===== src/rtl/axi_xbar_aw_arbiter.sv =====
// axi_xbar_aw_arbiter: round-robin AW arbiter with W-routing FIFO for one crossbar master port (clk_i/rst_i, slv_* requesters, mst_* master AW, w_* routing)
module axi_xbar_aw_arbiter #(
  parameter int unsigned NoSlvPorts = 4,
  parameter int unsigned PayloadWidth = 64,
  parameter int unsigned MaxWTrans = 8,
  localparam int unsigned IdxWidth = NoSlvPorts == 1 ? 1 : $clog2(NoSlvPorts)
) (
  input  logic                               clk_i,
  input  logic                               rst_i,
  input  logic [NoSlvPorts-1:0]              slv_valid_i,
  output logic [NoSlvPorts-1:0]              slv_ready_o,
  input  logic [NoSlvPorts*PayloadWidth-1:0] slv_payload_i,
  output logic                               mst_valid_o,
  input  logic                               mst_ready_i,
  output logic [PayloadWidth-1:0]            mst_payload_o,
  output logic [IdxWidth-1:0]                mst_idx_o,
  output logic                               w_sel_valid_o,
  output logic [IdxWidth-1:0]                w_sel_o,
  input  logic                               w_last_done_i,
  output logic                               w_fifo_full_o
);
  localparam int unsigned PtrWidth = MaxWTrans == 1 ? 1 : $clog2(MaxWTrans);
  localparam int unsigned CntWidth = $clog2(MaxWTrans + 1);
  typedef enum logic {IDLE, LOCKED} state_e;
  state_e state;
  logic [IdxWidth-1:0] ptr, lock_idx, arb_idx, cand, grant_idx;
  logic arb_found, full, grant, hs, pop;
  logic [IdxWidth-1:0] fifo_mem [MaxWTrans];
  logic [PtrWidth-1:0] wr_ptr, rd_ptr;
  logic [CntWidth-1:0] count;
  always_comb begin
    arb_found = 1'b0;
    arb_idx = '0;
    cand = '0;
    for (int k = 0; k < int'(NoSlvPorts); k++) begin
      cand = IdxWidth'((int'(ptr) + k) % int'(NoSlvPorts));
      if (!arb_found && slv_valid_i[cand]) begin
        arb_found = 1'b1;
        arb_idx = cand;
      end
    end
  end
  // A full FIFO blocks new grants; a lock was only taken with a free slot, so it is never blocked.
  assign full = count == CntWidth'(MaxWTrans);
  assign grant = state == LOCKED || (arb_found && !full);
  assign grant_idx = state == LOCKED ? lock_idx : arb_idx;
  assign hs = grant && mst_ready_i && !rst_i;
  assign pop = w_last_done_i && count != '0 && !rst_i;
  assign mst_valid_o = grant && !rst_i;
  assign mst_idx_o = mst_valid_o ? grant_idx : '0;
  assign mst_payload_o = mst_valid_o ? slv_payload_i[grant_idx*PayloadWidth +: PayloadWidth] : '0;
  assign slv_ready_o = hs ? NoSlvPorts'(1) << grant_idx : '0;
  assign w_sel_valid_o = !rst_i && count != '0;
  assign w_sel_o = w_sel_valid_o ? fifo_mem[rd_ptr] : '0;
  assign w_fifo_full_o = full && !rst_i;
  always_ff @(posedge clk_i) begin
    if (rst_i) begin
      state <= IDLE;
      ptr <= '0;
      lock_idx <= '0;
      wr_ptr <= '0;
      rd_ptr <= '0;
      count <= '0;
    end else begin
      if (state == IDLE && grant && !mst_ready_i) begin
        state <= LOCKED;
        lock_idx <= arb_idx;
      end else if (state == LOCKED && mst_ready_i) begin
        state <= IDLE;
      end
      if (hs) begin
        ptr <= grant_idx == IdxWidth'(NoSlvPorts - 1) ? '0 : grant_idx + 1'b1;
        fifo_mem[wr_ptr] <= grant_idx;
        wr_ptr <= wr_ptr == PtrWidth'(MaxWTrans - 1) ? '0 : wr_ptr + 1'b1;
      end
      if (pop) rd_ptr <= rd_ptr == PtrWidth'(MaxWTrans - 1) ? '0 : rd_ptr + 1'b1;
      count <= count + CntWidth'(hs) - CntWidth'(pop);
    end
  end
`ifndef SYNTHESIS
  logic stall_q;
  logic [IdxWidth-1:0] idx_q;
  logic [PayloadWidth-1:0] pay_q;
  always_ff @(posedge clk_i) begin
    stall_q <= mst_valid_o && !mst_ready_i;
    idx_q <= mst_idx_o;
    pay_q <= mst_payload_o;
    if (!rst_i) begin
      assert ($onehot0(slv_ready_o));
      assert (!stall_q || (mst_idx_o == idx_q && mst_payload_o == pay_q));
      assert (!pop || count != '0);
    end
  end
`endif
endmodule

===== config.mk =====
export PLATFORM = sky130hd
export DESIGN_NAME = axi_xbar_aw_arbiter
export DESIGN_NICKNAME = d
export VERILOG_FILES = /design/src/rtl/axi_xbar_aw_arbiter.sv
export SDC_FILE = /design/constraint.sdc
export NUM_CORES = 1
export LEC_CHECK = 0
export ABC_AREA = 1
export BUFFER_PORTS_ARGS = -buffer_cell sky130_fd_sc_hd__clkbuf_2
export CORE_AREA = 2 2 133 135
export DETAILED_ROUTE_END_ITERATION = 6
export DIE_AREA = 0 0 135 137
export PLACE_DENSITY = 0.63
export REMOVE_ABC_BUFFERS = 1
export SLEW_MARGIN = 15
export SYNTH_ARGS = -nofsm -noshare
export SYNTH_HDL_FRONTEND = slang
export SYNTH_SLANG_ARGS = --single-unit

===== constraint.sdc =====
create_clock -name clk_i -period 2.3 [get_ports clk_i]
set_input_delay 0.23 -clock clk_i [delete_from_list [all_inputs] [get_ports clk_i]]
set_output_delay 0.23 -clock clk_i [all_outputs]
set_load 0.05 [all_outputs]

After elaboration in Yosys (flattened, before gate mapping) --
Memories as Yosys holds them, arrays and structs flattened. A register that Yosys moved wholly into a read port is not among the register bits. Index checks and enable logic that the tools add are counted.
Operators by class: bitwise gates (word level) 1, reduce and logical (&&, ||, !) cells 23, equal/unequal tests 4, order comparisons 4, shift-type cells 2, multiply operators 0, add/sub/neg operators 8, mux-type cells 31, divide/modulo/power cells 0
Operator list (number):
- $shiftx 256x9->64 | 1
- $mux 64 | 1
- $mux 2 | 8
- $logic_and 1x1->1 | 14
- $mux 1 | 13
- $lt 2x3->1 const B | 4
- $mux 3 | 4
- $bmux 1 s2 | 4
- $add 3x1->3 const B | 2
- $eq 3x3->1 const B | 2
- $logic_not 1->1 | 6
- $add 2x1->2 const B | 2
- $add 2x2->2 const B | 2
- $add 4x1->4 | 1
- $eq 4x4->1 const B | 1
- $mux 4 | 1
- $reduce_bool 4->1 | 1
- $shl 1x2->4 const A | 1
- $sub 4x1->4 | 1
- $eq 2x2->1 const B | 1
- $reduce_bool 2->1 | 1
- $logic_or 1x1->1 | 1
- $not 1->1 | 1
Word-level totals: ROM bits 0, register bits 15, RAM bits 16, input bits 264, logic and storage cells 80, memories kept 1, output and inout port bits 75, bits in latches 0
Memories:
- fifo_mem | depth 8, width 2, rd ports 1, clocked after Yosys merged registers in 1, write ports 1, RTL line 28 | logic [IdxWidth-1:0] fifo_mem [MaxWTrans];

Depth between registers and ports, before layout --
depth after elaboration 19, mapped depth 20, gate-level depth less buffers 18

Worst setup path after synthesis --
No wires, ideal clock.
path type flip-flop to flip-flop, from register count[2], to register count[2], period minus slack after synthesis 2.989 ns, library setup time 0.128 ns, data arrival time 2.861 ns, cell stages (with the launch flop) 13, setup slack -0.689 ns, path buffers 0, data required time 2.172 ns, path through dfxtp_1 inv_1 ha_1 a31oi_1 nand2_1 inv_1 ha_1 inv_1 ha_1 inv_1 fa_1 xor2_1 nor2_1
Between the ends: word-level cells in the longest chain between the ends 8, elaborated cells between the ends (all ways) 11, those cells by class add/sub: 2; eq/ne: 1; reduce/logical: 8
RTL lines:
- start, declared | RTL line 30 | logic [CntWidth-1:0] count;
- start signal, assigned | RTL line 77 | count <= count + CntWidth'(hs) - CntWidth'(pop);
- $eq 4x4->1 | RTL line 44 | assign full = count == CntWidth'(MaxWTrans);
- $logic_not 1->1 | RTL line 45 | assign grant = state == LOCKED || (arb_found && !full);
- $logic_and 1x1->1 | RTL line 45
- $logic_or 1x1->1 | RTL line 45
- $logic_and 1x1->1 (2 in series) | RTL line 47 | assign hs = grant && mst_ready_i && !rst_i;
- $add 4x1->4 | RTL line 77
- $sub 4x1->4 (*) | RTL line 77
Mark *: on every way between the ends. The rest lies on a longest branch, timed or not. A chain may end at the register's enable or synchronous reset.

Final worst setup path --
from register ptr[0], to output port mst_payload_o[12]
Between the ends: word-level cells in the longest chain between the ends 16, elaborated cells between the ends (all ways) 31, those cells by class add/sub: 3; shift: 1; mux: 18; reduce/logical: 9
RTL lines:
- start, declared | RTL line 26 | logic [IdxWidth-1:0] ptr, lock_idx, arb_idx, cand, grant_idx;
- start signal, assigned | RTL line 72 | ptr <= grant_idx == IdxWidth'(NoSlvPorts - 1) ? '0 : grant_idx + 1'b1;
- parallel branches: the longest is 15 deep, another holds $add 2x1->2
- $mux 64 (*) | RTL line 51 | assign mst_payload_o = mst_valid_o ? slv_payload_i[grant_idx*PayloadWidth +: PayloadWidth] : '0;
- end, declared | RTL line 15 | output logic [PayloadWidth-1:0] mst_payload_o,
Every way passes the cells marked *. The select of a mux whose other input is x is not followed.

==> results.cfg <==
[global_routing]
grt_max_degree = 53
grt_pass1_vias = 6521
grt_util_all_layers_pct = 21.69
antenna_found_initial = 1
grt_pass1_wl_mm = 32.50
grt_overflow = 0

[drt]
postRouteAntennaNets = 0
wl_mm = 23.82
post_drt_via_cell_ratio = 5.014
dr_wl_met2_mm = 11.95
m1WireLength_mm = 9.495
dr.pass1.iters = 4
first_iter_violations = 374
routed.top_layer = met5
wl_met3_mm = 1.872
via_count = 7356
routedWlPerCell_um = 16.24
drcViolationCount = 0

[sta]
tightestPinTransition_ns = 0.4579
fin_skew_ns = 0.003526
grt_setup_unrepaired = true
tns_ns = -21.33
fin_hold_ws_ns = 0.2077
maxSlewHeadroom_pct = 69.44
slew_viol_final = 0
timing.final.crit_share_pct = 115.7
post-route-min-period_ns = 2.661
setup_viol = 69
setup_slack_ns = -0.3605
clock.fmax_ghz = 0.3759
hold_viol_final = 0

[status]
status = finished, violations left
violations = setup timing

[floorplanning]
start_util_pct = 28.69
num_io_pins = 339
core_area_um2 = 17060
fp.dieArea_um2 = 18500
die_width_um = 135
die_h_um = 137
fp-row-count = 48

[synthesis]
synth_cell_types = 36
yosys.area.top_type = nand2_1
synth_edf_count = 16
synth_warnings = 0
syn_area_um2 = 4893
synth_area_leaders = nand2_1 28%, nand3_1 28%, edfxtp_1 9.8%
ys_seq_elements = 34
synth_top_area_share_pct = 28.46
syn_inst = 886
ys_seq_area_share_pct = 17.18
avgSynthCellArea_um2 = 5.523
synthArstFlopShare_pct = 0
synth_ff_type = dfxtp_1

[clocking]
cts_hold_buf = 0
cts_buffers = 5
cts_root_buffer = clkbuf_16
cts.sinks = 34
clockBufferDepth = 2
tritoncts = done
clk_pin_slew_ns = 0.05
cts_max_level = 2
clkLatencyLatePin_ns = 0.28

[finish]
nNetsFinal = 1520
syn_to_final_growth_pct = 83.28
drive_above_1_share_pct = 44.61
fillers = 1642
multi_input_area_um2 = 3801
antenna_cells = 0
seqCellArea_um2 = 843.3

[pwr]
peakVddDrop_uv = 1026
p_leak_nw = 4.920
p_per_area_nw_per_um2 = 1850

[place]
dp_hpwl_mm = 16.05
io_buffers = 338
place_congestion = 0.8363

[critical_path]
path_cells = buf_6 > inv_8 > nand2_2 > nand2_2 > nand2_4 > nand2_4 > nor2_4 > nand3_4 > nand4_1 > buf_6 > buf_12 > buf_8 > nand3_1 > nand2_1 > nand2_1 > nand2_2 > buf_8
start_kind = flip-flop
end_kind = output pin
crit_slowest_cell = dfxtp_2
worstPathRequired_ns = 2.07
path_class = flip-flop to output pin
cp_common_cell = nand2_2
crit_arrival_ns = 2.43
slowest_delay_ns = 0.34
worst-path-max-fanout = 11

[job]
drv_cap = 0

[min_path]
hp-class = input pin to flip-flop
-- path summary, 6_finish.rpt --
kind         cells after the start                  endpoint  slack [ns]                      from
max                             17         mst_payload_o[12]       -0.36       ptr[0]$_SDFFE_PP0P_
min                              2        state$_SDFFE_PP0P_        0.21               mst_ready_i
max reg2reg                     14  fifo_mem[0][1]$_DFFE_PP_        0.08       ptr[0]$_SDFFE_PP0P_
min reg2reg                      2  lock_idx[1]$_SDFFE_PP0P_        0.46  lock_idx[1]$_SDFFE_PP0P_
-- sequential cells by signal (all words and copies together) (netlist names), named ones only --
name,flops
lock_idx,2
rd_ptr,3
count,4
ptr,2
wr_ptr,3
state,1
fifo_mem,16
-- worst max-delay path, delay by kind of cell (launching register included) --
| kind | cells | cell delay [ns] |
|---|---|---|
| simple gates | 11 | 1.02 |
| buf+inv | 6 | 0.75 |
| flops | 1 | 0.34 |
-- report_power, final --
part,switching [mW],internal (mW),total (mW)
Sequential,0.0902,0.812,0.902
Clock,0.246,0.395,0.640
Combinational,8.56,6.49,15.0
Total,8.90,7.69,16.6
-- timing repair --
action / CTS / global route
gates cloned: 4 / 14
endpoints found under the setup margin: 70 / 84
resized for setup: 146 / 128
pin swaps: 23 / 21
buffers inserted: 9 / 5
-- cell families (layout without fill, tap and decap cells) --
| logic type | Yosys count | count (layout) | share of synthesized area [%] |
|---|---|---|---|
| flops | 34 | 34 | 17.18 |
| fa+ha+maj | 15 | 15 | 3.989 |
| compound gates | 26 | 26 | 3.375 |
| simple gates | 702 | 703 | 62.72 |
| buf+inv | 108 | 463 | 12.55 |
| xor+xnor | 1 | 1 | 0.1790 |
-- cells in the mapped netlist (2+ instances only) --
cell type / n
clkbuf_1: 27
buf_6: 11
o22ai_1: 2
ha_1: 14
a31oi_1: 3
nand2_1: 371
buf_4: 9
buf_2: 16
a211oi_1: 2
inv_1: 32
buf_1: 4
nand4_1: 2
dfxtp_1: 18
a21oi_1: 3
edfxtp_1: 16
nor2_4: 2
nand3_1: 273
nor2_1: 37
buf_8: 6
o21ai_0: 12
nand2_4: 4
nand2_2: 8
-- cell type report --
cell class              count  share of cell area (%)
repair buffers            420                   41.89
multi-input cells         745                   42.38
flip-flops and latches     34                   9.403
inverters                  35                   1.604
clock buffers               5                   1.395
clock inverters             3                  0.1814
well taps                 225                   3.139
-- metrics by stage --
step | setup WS (ns) | instances | total power, mW | area (µm²) | utilization (%)
5_1_grt | -0.4843 | 1467 | 17.59 | 8969 | 52.58
6_report | -0.3605 | 1467 | 16.59 | 8969 | 52.58
4_1_cts | -0.3107 | 1448 | 14.61 | 8288 | 48.59
3_3_place_gp | -0.07112 | 1427 | 12.26 | 7382 | 43.28
2_1_floorplan | -2.573 | 813 | 6.500 | 4415 | -
3_5_place_dp | -0.1403 | 1427 | 12.33 | 7382 | 43.28
-- layout by cell type, fill, tap and decap left out, drive strengths merged, types with 3 or more instances in the layout --
master  count
edfxtp     16
a31oi       4
clkinv      3
nand4       3
nand3     274
ha         14
nand2     384
dfxtp      18
o21ai      12
inv        34
nor2       40
a21oi       4
buf       134
clkbuf    291
-- metal layers --
layer  vias to the layer above  global-route usage [%]
met2                       352                   37.62
met4                         2                   5.613
met5                         -                       0
li1                       3623                       -
met3                        45                   4.963
met1                      3334                   27.14
No activity file was read; power rests on OpenSTA's default activity.
